**src/rtl/nand_pkg.sv**
```systemverilog
// Shared definitions for the NAND command path: latch encodings, sequencer
// states, error codes and default ONFI timing constants.
package nand_pkg;

  localparam logic LATCH_CMD  = 1'b0;
  localparam logic LATCH_ADDR = 1'b1;

  typedef enum logic [2:0] {
    S_IDLE,
    S_ISSUE,
    S_WAIT_RISE,
    S_WAIT_FALL,
    S_NEXT,
    S_TWB,
    S_WAIT_RB,
    S_DONE
  } seq_state_t;

  localparam logic [1:0] ERR_NONE     = 2'd0;
  localparam logic [1:0] ERR_LATCH_TO = 2'd1;
  localparam logic [1:0] ERR_RB_TO    = 2'd2;
  localparam logic [1:0] ERR_NADDR    = 2'd3;

  localparam int MAX_ADDR_CYCLES_DEF = 5;
  localparam int T_WB_CYC            = 10;
  localparam int BUSY_TIMEOUT_CYC    = 64;
  localparam int RB_TIMEOUT_CYC      = 65535;

  // Picks address byte i out of the 40-bit address; bytes past 4 read as zero.
  function automatic logic [7:0] addr_byte(input logic [39:0] a, input logic [2:0] i);
    logic [7:0] b;
    b = 8'h00;
    for (int k = 0; k < 5; k++) begin
      if (i == 3'(k)) b = a[k*8 +: 8];
    end
    return b;
  endfunction

endpackage

```
**src/rtl/nand_sync2.sv**
```systemverilog
// Two-flop synchroniser for the raw R/B# pin. Resets to 1 so the device
// reads as ready until the first real samples arrive.
module nand_sync2 (
  input  logic clk,
  input  logic rst,
  input  logic d,
  output logic q
);

  logic meta;

  // Two back-to-back flops; only q is used by downstream logic.
  always_ff @(posedge clk or posedge rst) begin
    if (rst) begin
      meta <= 1'b1;
      q    <= 1'b1;
    end else begin
      meta <= d;
      q    <= meta;
    end
  end

endmodule

```
**src/rtl/nand_cmd_sequencer.sv**
```systemverilog
// Drives one latch unit through CMD1, address cycles, optional CMD2 and an
// optional tWB + R/B# wait for a single host request.
//
//  state       | meaning
//  ------------+-----------------------------------------------------
//  S_IDLE      | ready for a request
//  S_ISSUE     | lu_activate pulse for the current latch
//  S_WAIT_RISE | waiting for lu_busy to go high
//  S_WAIT_FALL | waiting for lu_busy to drop (latch complete)
//  S_NEXT      | pick next latch or move to tWB / done
//  S_TWB       | counting T_WB cycles after the last latch
//  S_WAIT_RB   | waiting for synchronised R/B# high
//  S_DONE      | one-cycle done pulse, err valid
module nand_cmd_sequencer
  import nand_pkg::*;
#(
  parameter int MAX_ADDR_CYCLES = MAX_ADDR_CYCLES_DEF,
  parameter int T_WB            = T_WB_CYC,
  parameter int BUSY_TIMEOUT    = BUSY_TIMEOUT_CYC,
  parameter int RB_TIMEOUT      = RB_TIMEOUT_CYC
) (
  input  logic        clk,
  input  logic        rst,
  input  logic        req_valid,
  output logic        req_ready,
  input  logic [7:0]  req_cmd1,
  input  logic [39:0] req_addr,
  input  logic [2:0]  req_naddr,
  input  logic        req_has_cmd2,
  input  logic [7:0]  req_cmd2,
  input  logic        req_wait_rb,
  output logic        done,
  output logic        err,
  output logic [1:0]  err_code,
  output logic        busy,
  output logic        lu_activate,
  output logic        lu_type,
  output logic [15:0] lu_data,
  input  logic        lu_busy,
  input  logic        nand_rb_n
);

  seq_state_t  state, state_nx;
  logic [15:0] tmr;
  logic [2:0]  addr_idx, addr_nx;
  logic        cmd2_sent;
  logic [39:0] addr_q;
  logic [2:0]  naddr_q;
  logic        has_cmd2_q, wait_rb_q;
  logic [7:0]  cmd2_q;
  logic        err_q;
  logic        rb_sync;
  logic        fin_err;
  logic [1:0]  fin_code;
  logic        item_type, item_cmd2;
  logic [7:0]  item_byte;

  nand_sync2 u_rb_sync (
    .clk (clk),
    .rst (rst),
    .d   (nand_rb_n),
    .q   (rb_sync)
  );

  assign req_ready   = (state == S_IDLE) && !rst;
  assign done        = (state == S_DONE);
  assign err         = done && err_q;
  assign busy        = (state != S_IDLE);
  assign lu_activate = (state == S_ISSUE);

  // Next state, the next latch item and the completion status.
  always_comb begin
    state_nx  = state;
    fin_err   = 1'b0;
    fin_code  = ERR_NONE;
    item_type = LATCH_CMD;
    item_byte = 8'h00;
    item_cmd2 = 1'b0;
    addr_nx   = addr_idx + ((lu_type == LATCH_ADDR) ? 3'd1 : 3'd0);
    case (state)
      S_IDLE: begin
        if (req_valid) begin
          if (req_naddr > 3'(MAX_ADDR_CYCLES)) begin
            state_nx = S_DONE;
            fin_err  = 1'b1;
            fin_code = ERR_NADDR;
          end else begin
            state_nx = S_ISSUE;
          end
        end
      end
      S_ISSUE: state_nx = S_WAIT_RISE;
      S_WAIT_RISE: begin
        if (lu_busy) state_nx = S_WAIT_FALL;
        else if (tmr == 16'd0) begin
          state_nx = S_DONE;
          fin_err  = 1'b1;
          fin_code = ERR_LATCH_TO;
        end
      end
      S_WAIT_FALL: begin
        if (!lu_busy) state_nx = S_NEXT;
        else if (tmr == 16'd0) begin
          state_nx = S_DONE;
          fin_err  = 1'b1;
          fin_code = ERR_LATCH_TO;
        end
      end
      S_NEXT: begin
        if (addr_nx < naddr_q) begin
          state_nx  = S_ISSUE;
          item_type = LATCH_ADDR;
          item_byte = addr_byte(addr_q, addr_nx);
        end else if (has_cmd2_q && !cmd2_sent) begin
          state_nx  = S_ISSUE;
          item_byte = cmd2_q;
          item_cmd2 = 1'b1;
        end else if (wait_rb_q) begin
          state_nx = S_TWB;
        end else begin
          state_nx = S_DONE;
        end
      end
      S_TWB: if (tmr == 16'd0) state_nx = S_WAIT_RB;
      S_WAIT_RB: begin
        if (rb_sync) state_nx = S_DONE;
        else if (tmr == 16'd0) begin
          state_nx = S_DONE;
          fin_err  = 1'b1;
          fin_code = ERR_RB_TO;
        end
      end
      S_DONE:  state_nx = S_IDLE;
      default: state_nx = S_IDLE;
    endcase
  end

  // State, timeout down-counter (reloaded on every state entry) and request context.
  always_ff @(posedge clk or posedge rst) begin
    if (rst) begin
      state      <= S_IDLE;
      tmr        <= 16'd0;
      addr_idx   <= 3'd0;
      cmd2_sent  <= 1'b0;
      addr_q     <= 40'd0;
      naddr_q    <= 3'd0;
      has_cmd2_q <= 1'b0;
      cmd2_q     <= 8'h00;
      wait_rb_q  <= 1'b0;
      lu_type    <= LATCH_CMD;
      lu_data    <= 16'h0000;
      err_q      <= 1'b0;
      err_code   <= ERR_NONE;
    end else begin
      state <= state_nx;
      if (state_nx != state) begin
        case (state_nx)
          S_WAIT_RISE, S_WAIT_FALL: tmr <= 16'(BUSY_TIMEOUT);
          S_TWB:                    tmr <= 16'(T_WB - 1);
          S_WAIT_RB:                tmr <= 16'(RB_TIMEOUT);
          default:                  tmr <= 16'd0;
        endcase
      end else if (tmr != 16'd0) begin
        tmr <= tmr - 16'd1;
      end
      if (state == S_IDLE && req_valid) begin
        addr_q     <= req_addr;
        naddr_q    <= req_naddr;
        has_cmd2_q <= req_has_cmd2;
        cmd2_q     <= req_cmd2;
        wait_rb_q  <= req_wait_rb;
        addr_idx   <= 3'd0;
        cmd2_sent  <= 1'b0;
        err_q      <= fin_err;
        err_code   <= fin_code;
        if (state_nx == S_ISSUE) begin
          lu_type <= LATCH_CMD;
          lu_data <= {8'h00, req_cmd1};
        end
      end else if (state_nx == S_DONE && state != S_DONE) begin
        err_q    <= fin_err;
        err_code <= fin_code;
      end
      if (state == S_NEXT) begin
        addr_idx <= addr_nx;
        if (state_nx == S_ISSUE) begin
          lu_type <= item_type;
          lu_data <= {8'h00, item_byte};
          if (item_cmd2) cmd2_sent <= 1'b1;
        end
      end
    end
  end

endmodule

```
**config.mk**
```make
export PLATFORM = sky130hd
export DESIGN_NAME = nand_cmd_sequencer
export DESIGN_NICKNAME = d
export VERILOG_FILES = /design/src/rtl/nand_pkg.sv /design/src/rtl/nand_sync2.sv /design/src/rtl/nand_cmd_sequencer.sv
export SDC_FILE = /design/constraint.sdc
export NUM_CORES = 1
export LEC_CHECK = 0
export ABC_AREA = 1
export BUFFER_PORTS_ARGS = -buffer_cell sky130_fd_sc_hd__clkbuf_2
export CORE_MARGIN = 4
export CORE_UTILIZATION = 60
export CTS_CLUSTER_DIAMETER = 120
export DETAILED_ROUTE_END_ITERATION = 8
export PLACE_DENSITY = 0.85
export REMOVE_ABC_BUFFERS = 1
export SETUP_SLACK_MARGIN = 0.15
export SYNTH_ARGS = -nofsm -noshare
export SYNTH_HDL_FRONTEND = slang
export SYNTH_SLANG_ARGS = --single-unit
export TNS_END_PERCENT = 5
```
**constraint.sdc**
```tcl
create_clock -name clk -period 5.7 [get_ports clk]
set_input_delay 0.855 -clock clk [delete_from_list [all_inputs] [get_ports clk]]
set_output_delay 0.855 -clock clk [all_outputs]
set_load 0.05 [all_outputs]
```
==> flow_metrics.env <==
export IMPL_drive_above_1_share=0.1965
export IMPL_root_buffer="clkbuf_8"
export IMPL_dp_final_hpwl_mm=8.369
export IMPL_ctsLongestPathBuffers=2
export IMPL_cts_tree="done"
export IMPL_synthArstFlopShare=1.000
export IMPL_antenna_found_initial=0
export IMPL_peakVddDrop_uv=242.1
export IMPL_rsz0062_at_grt="no"
export IMPL_postCtsHoldBufs=0
export IMPL_via_per_inst=5.212
export IMPL_fillCellCount=669
export IMPL_ys_seq_area_frac=0.4818
export IMPL_startpoint_type="register"
export IMPL_cp_required_ps=6000
export IMPL_post_route_min_period_ps=3743
export IMPL_syn_inst=659
export IMPL_hp_class="reg -> reg"
export IMPL_die_x_microns=100.2
export IMPL_grt_use_total=0.2341
export IMPL_clock_fmax_ghz=0.2672
export IMPL_mostFrequentLayoutCells="nand2_1 (224), dfrtp_1 (96), clkbuf_2 (89)"
export IMPL_syn_avg_cell_area_sq_um=7.731
export IMPL_final_common_cell="nand2_1"
export IMPL_cp_end_kind="register"
export IMPL_path_cells="ha_1 -> ha_1 -> xnor2_1 -> inv_1 -> ha_1 -> a21oi_1 -> nand2_1 -> nand2_1 -> nand2_1 -> nor2_2 -> nand3_2 -> nor2_4 -> nand2_4 -> nor2_1 -> nor2_1 -> nand2_1"
export IMPL_synth_top_area_frac=0.4715
export IMPL_syn_to_final_growth_pct=13.09
export IMPL_whs_ps=360.8
export IMPL_coreArea_sq_um=8258
export IMPL_post_cts_buffers=0
export IMPL_clkSlewWorstSetupHoldPaths_ps=80
export IMPL_nNetsFinal=811
export IMPL_num_rows=33
export IMPL_htreeDepth=3
export IMPL_grt_max_degree=93
export IMPL_routed_wirelength_mm=11.24
export IMPL_yosys_warnings=0
export IMPL_status="finished, final reports clean"
export IMPL_cp_common_cell="nand2_1"
export IMPL_cpMaxStageDelayCell="xnor2_1"
export IMPL_drcViolationCount=0
export IMPL_cts_sinks=98
export IMPL_slew_headroom=0.3917
export IMPL_clock_latency_ps=360
export IMPL_grt_pass1_vias=4319
export IMPL_num_antenna_cells=0
export IMPL_power_density_nw_per_um2=572.4
export IMPL_drt_initial_drc_count=327
export IMPL_power_leakage_nw=3.314
export IMPL_critical_path_class="reg -> reg"
export IMPL_drv_slew=0
export IMPL_period_share=0.6567
export IMPL_cts_resized=0
export IMPL_setup_tns_ps=0
export IMPL_ys_flop_type="dfrtp_1"
export IMPL_rr_worst_depth=16
export IMPL_synth_top_area_cell="dfrtp_1"
export IMPL_wl_per_cell_microns=13.26
export IMPL_first_pass_iters=5
export IMPL_overflow=0
export IMPL_maxCapViolCount=0
export IMPL_ys_types=36
export IMPL_worst_slew_pin_slew_ps=905.6
export IMPL_cts_buffers=9
export IMPL_whs_path_depth=0
export IMPL_synth_area_sq_um=5095
export IMPL_dieArea_sq_um=10030
export IMPL_yosys_top_cells_area="dfrtp_1 (47%), nand2_1 (17%), inv_1 (5.7%)"
export IMPL_vias=4420
export IMPL_synth_edf_count=0
export IMPL_top_level_ports=90
export IMPL_ant_nets=0
export IMPL_numPortBuffers=89
export IMPL_r2r_slack_ps=1960
export IMPL_place_gp_congestion=0.9208
export IMPL_skew_ps=10.10
export IMPL_grt_pass1_wl_mm=18.89
export IMPL_slowest_delay_ps=690
export IMPL_fp_dieH_microns=100.2
export IMPL_cp_max_fo=17
export IMPL_ys_ff_latch=98
export IMPL_crit_arrival_ps=4040
export IMPL_finalSetupViolCount=0
export IMPL_hold_viol=0
export IMPL_initial_utilization=0.6170
-- cell type report --
| cell class | count | area, sq um | share of cell area |
|---|---|---|---|
| tap | 105 | 131.4 | 0.02280 |
| multi-input combinational | 456 | 2201 | 0.3820 |
| sequential | 98 | 2455 | 0.4261 |
| clock inverter | 3 | 40.04 | 0.006949 |
| inverter | 84 | 322.8 | 0.05603 |
| timing repair buffer | 91 | 460.4 | 0.07991 |
| clock buffer | 11 | 151.4 | 0.02628 |
-- flip-flops by register name, summed over array words and instances (netlist names), 2 cells and up --
register,flops
err_code,2
addr_idx,3
state,3
addr_q,40
lu_data,16
cmd2_q,8
naddr_q,3
tmr,16
-- metrics by stage --
step,instances,instance area [sq um],power [mW],utilization,worst slack (ps)
floorplan,638,4971,2.427,-,1148
CTS,848,5762,3.306,0.6977,1967
finish,848,5762,3.298,0.6977,1957
global placement,834,5570,2.775,0.6745,2179
detailed placement,834,5570,2.852,0.6745,2009
global route,848,5762,3.589,0.6977,1516
-- power breakdown --
group	internal, mW	switching [mW]
logic	0.520	1.22
registers	0.969	0.146
clock network	0.221	0.223
total	1.71	1.59
-- worst max-delay path, delay by kind of cell, from the launching register on --
kind	cells	cell delay, ps
buf+inv	1	210
flops	1	420
fa+ha+maj	3	770
simple gates	10	1420
xor+xnor	1	690
compound gates	1	140
-- layer usage --
metal / track usage / routed length, microns
met2: 0.3879 / 5649
met5: 0 / 0
met3: 0.04517 / 652
met4: 0.09119 / 239
met1: 0.3048 / 4700
-- cells in the mapped netlist (all sizes together) (4+ instances only) --
master  instances
nand3b         11
xnor2           9
nor2           64
o21ai          48
xor2            6
nor3            6
a21oi          12
nand4           4
clkbuf         11
dfrtp          96
buf            10
nand2         236
inv            83
nand3          50
ha              5
-- logic make-up (layout without fill, tap and decap cells) --
logic type | count (synthesis) | count (layout) | synth area share
AND/OR/NAND/NOR | 375 | 375 | 0.3301
buffers and inverters | 105 | 189 | 0.08718
flip-flops | 98 | 98 | 0.4818
AO/OA/AOI/OAI | 61 | 61 | 0.06287
XOR/XNOR | 15 | 15 | 0.02579
adder cells (fa/ha/maj) | 5 | 5 | 0.01228
-- final timing paths --
kind,startpoint,to
max reg2reg,lu_type,lu_data[4]
max,lu_type,lu_data[4]
max in group asynchronous,rst,lu_type
min,u_rb_sync.meta,u_rb_sync.q
min in group asynchronous,rst,tmr[10]
min reg2reg,u_rb_sync.meta,u_rb_sync.q
(Power assumes the default switching activity.)
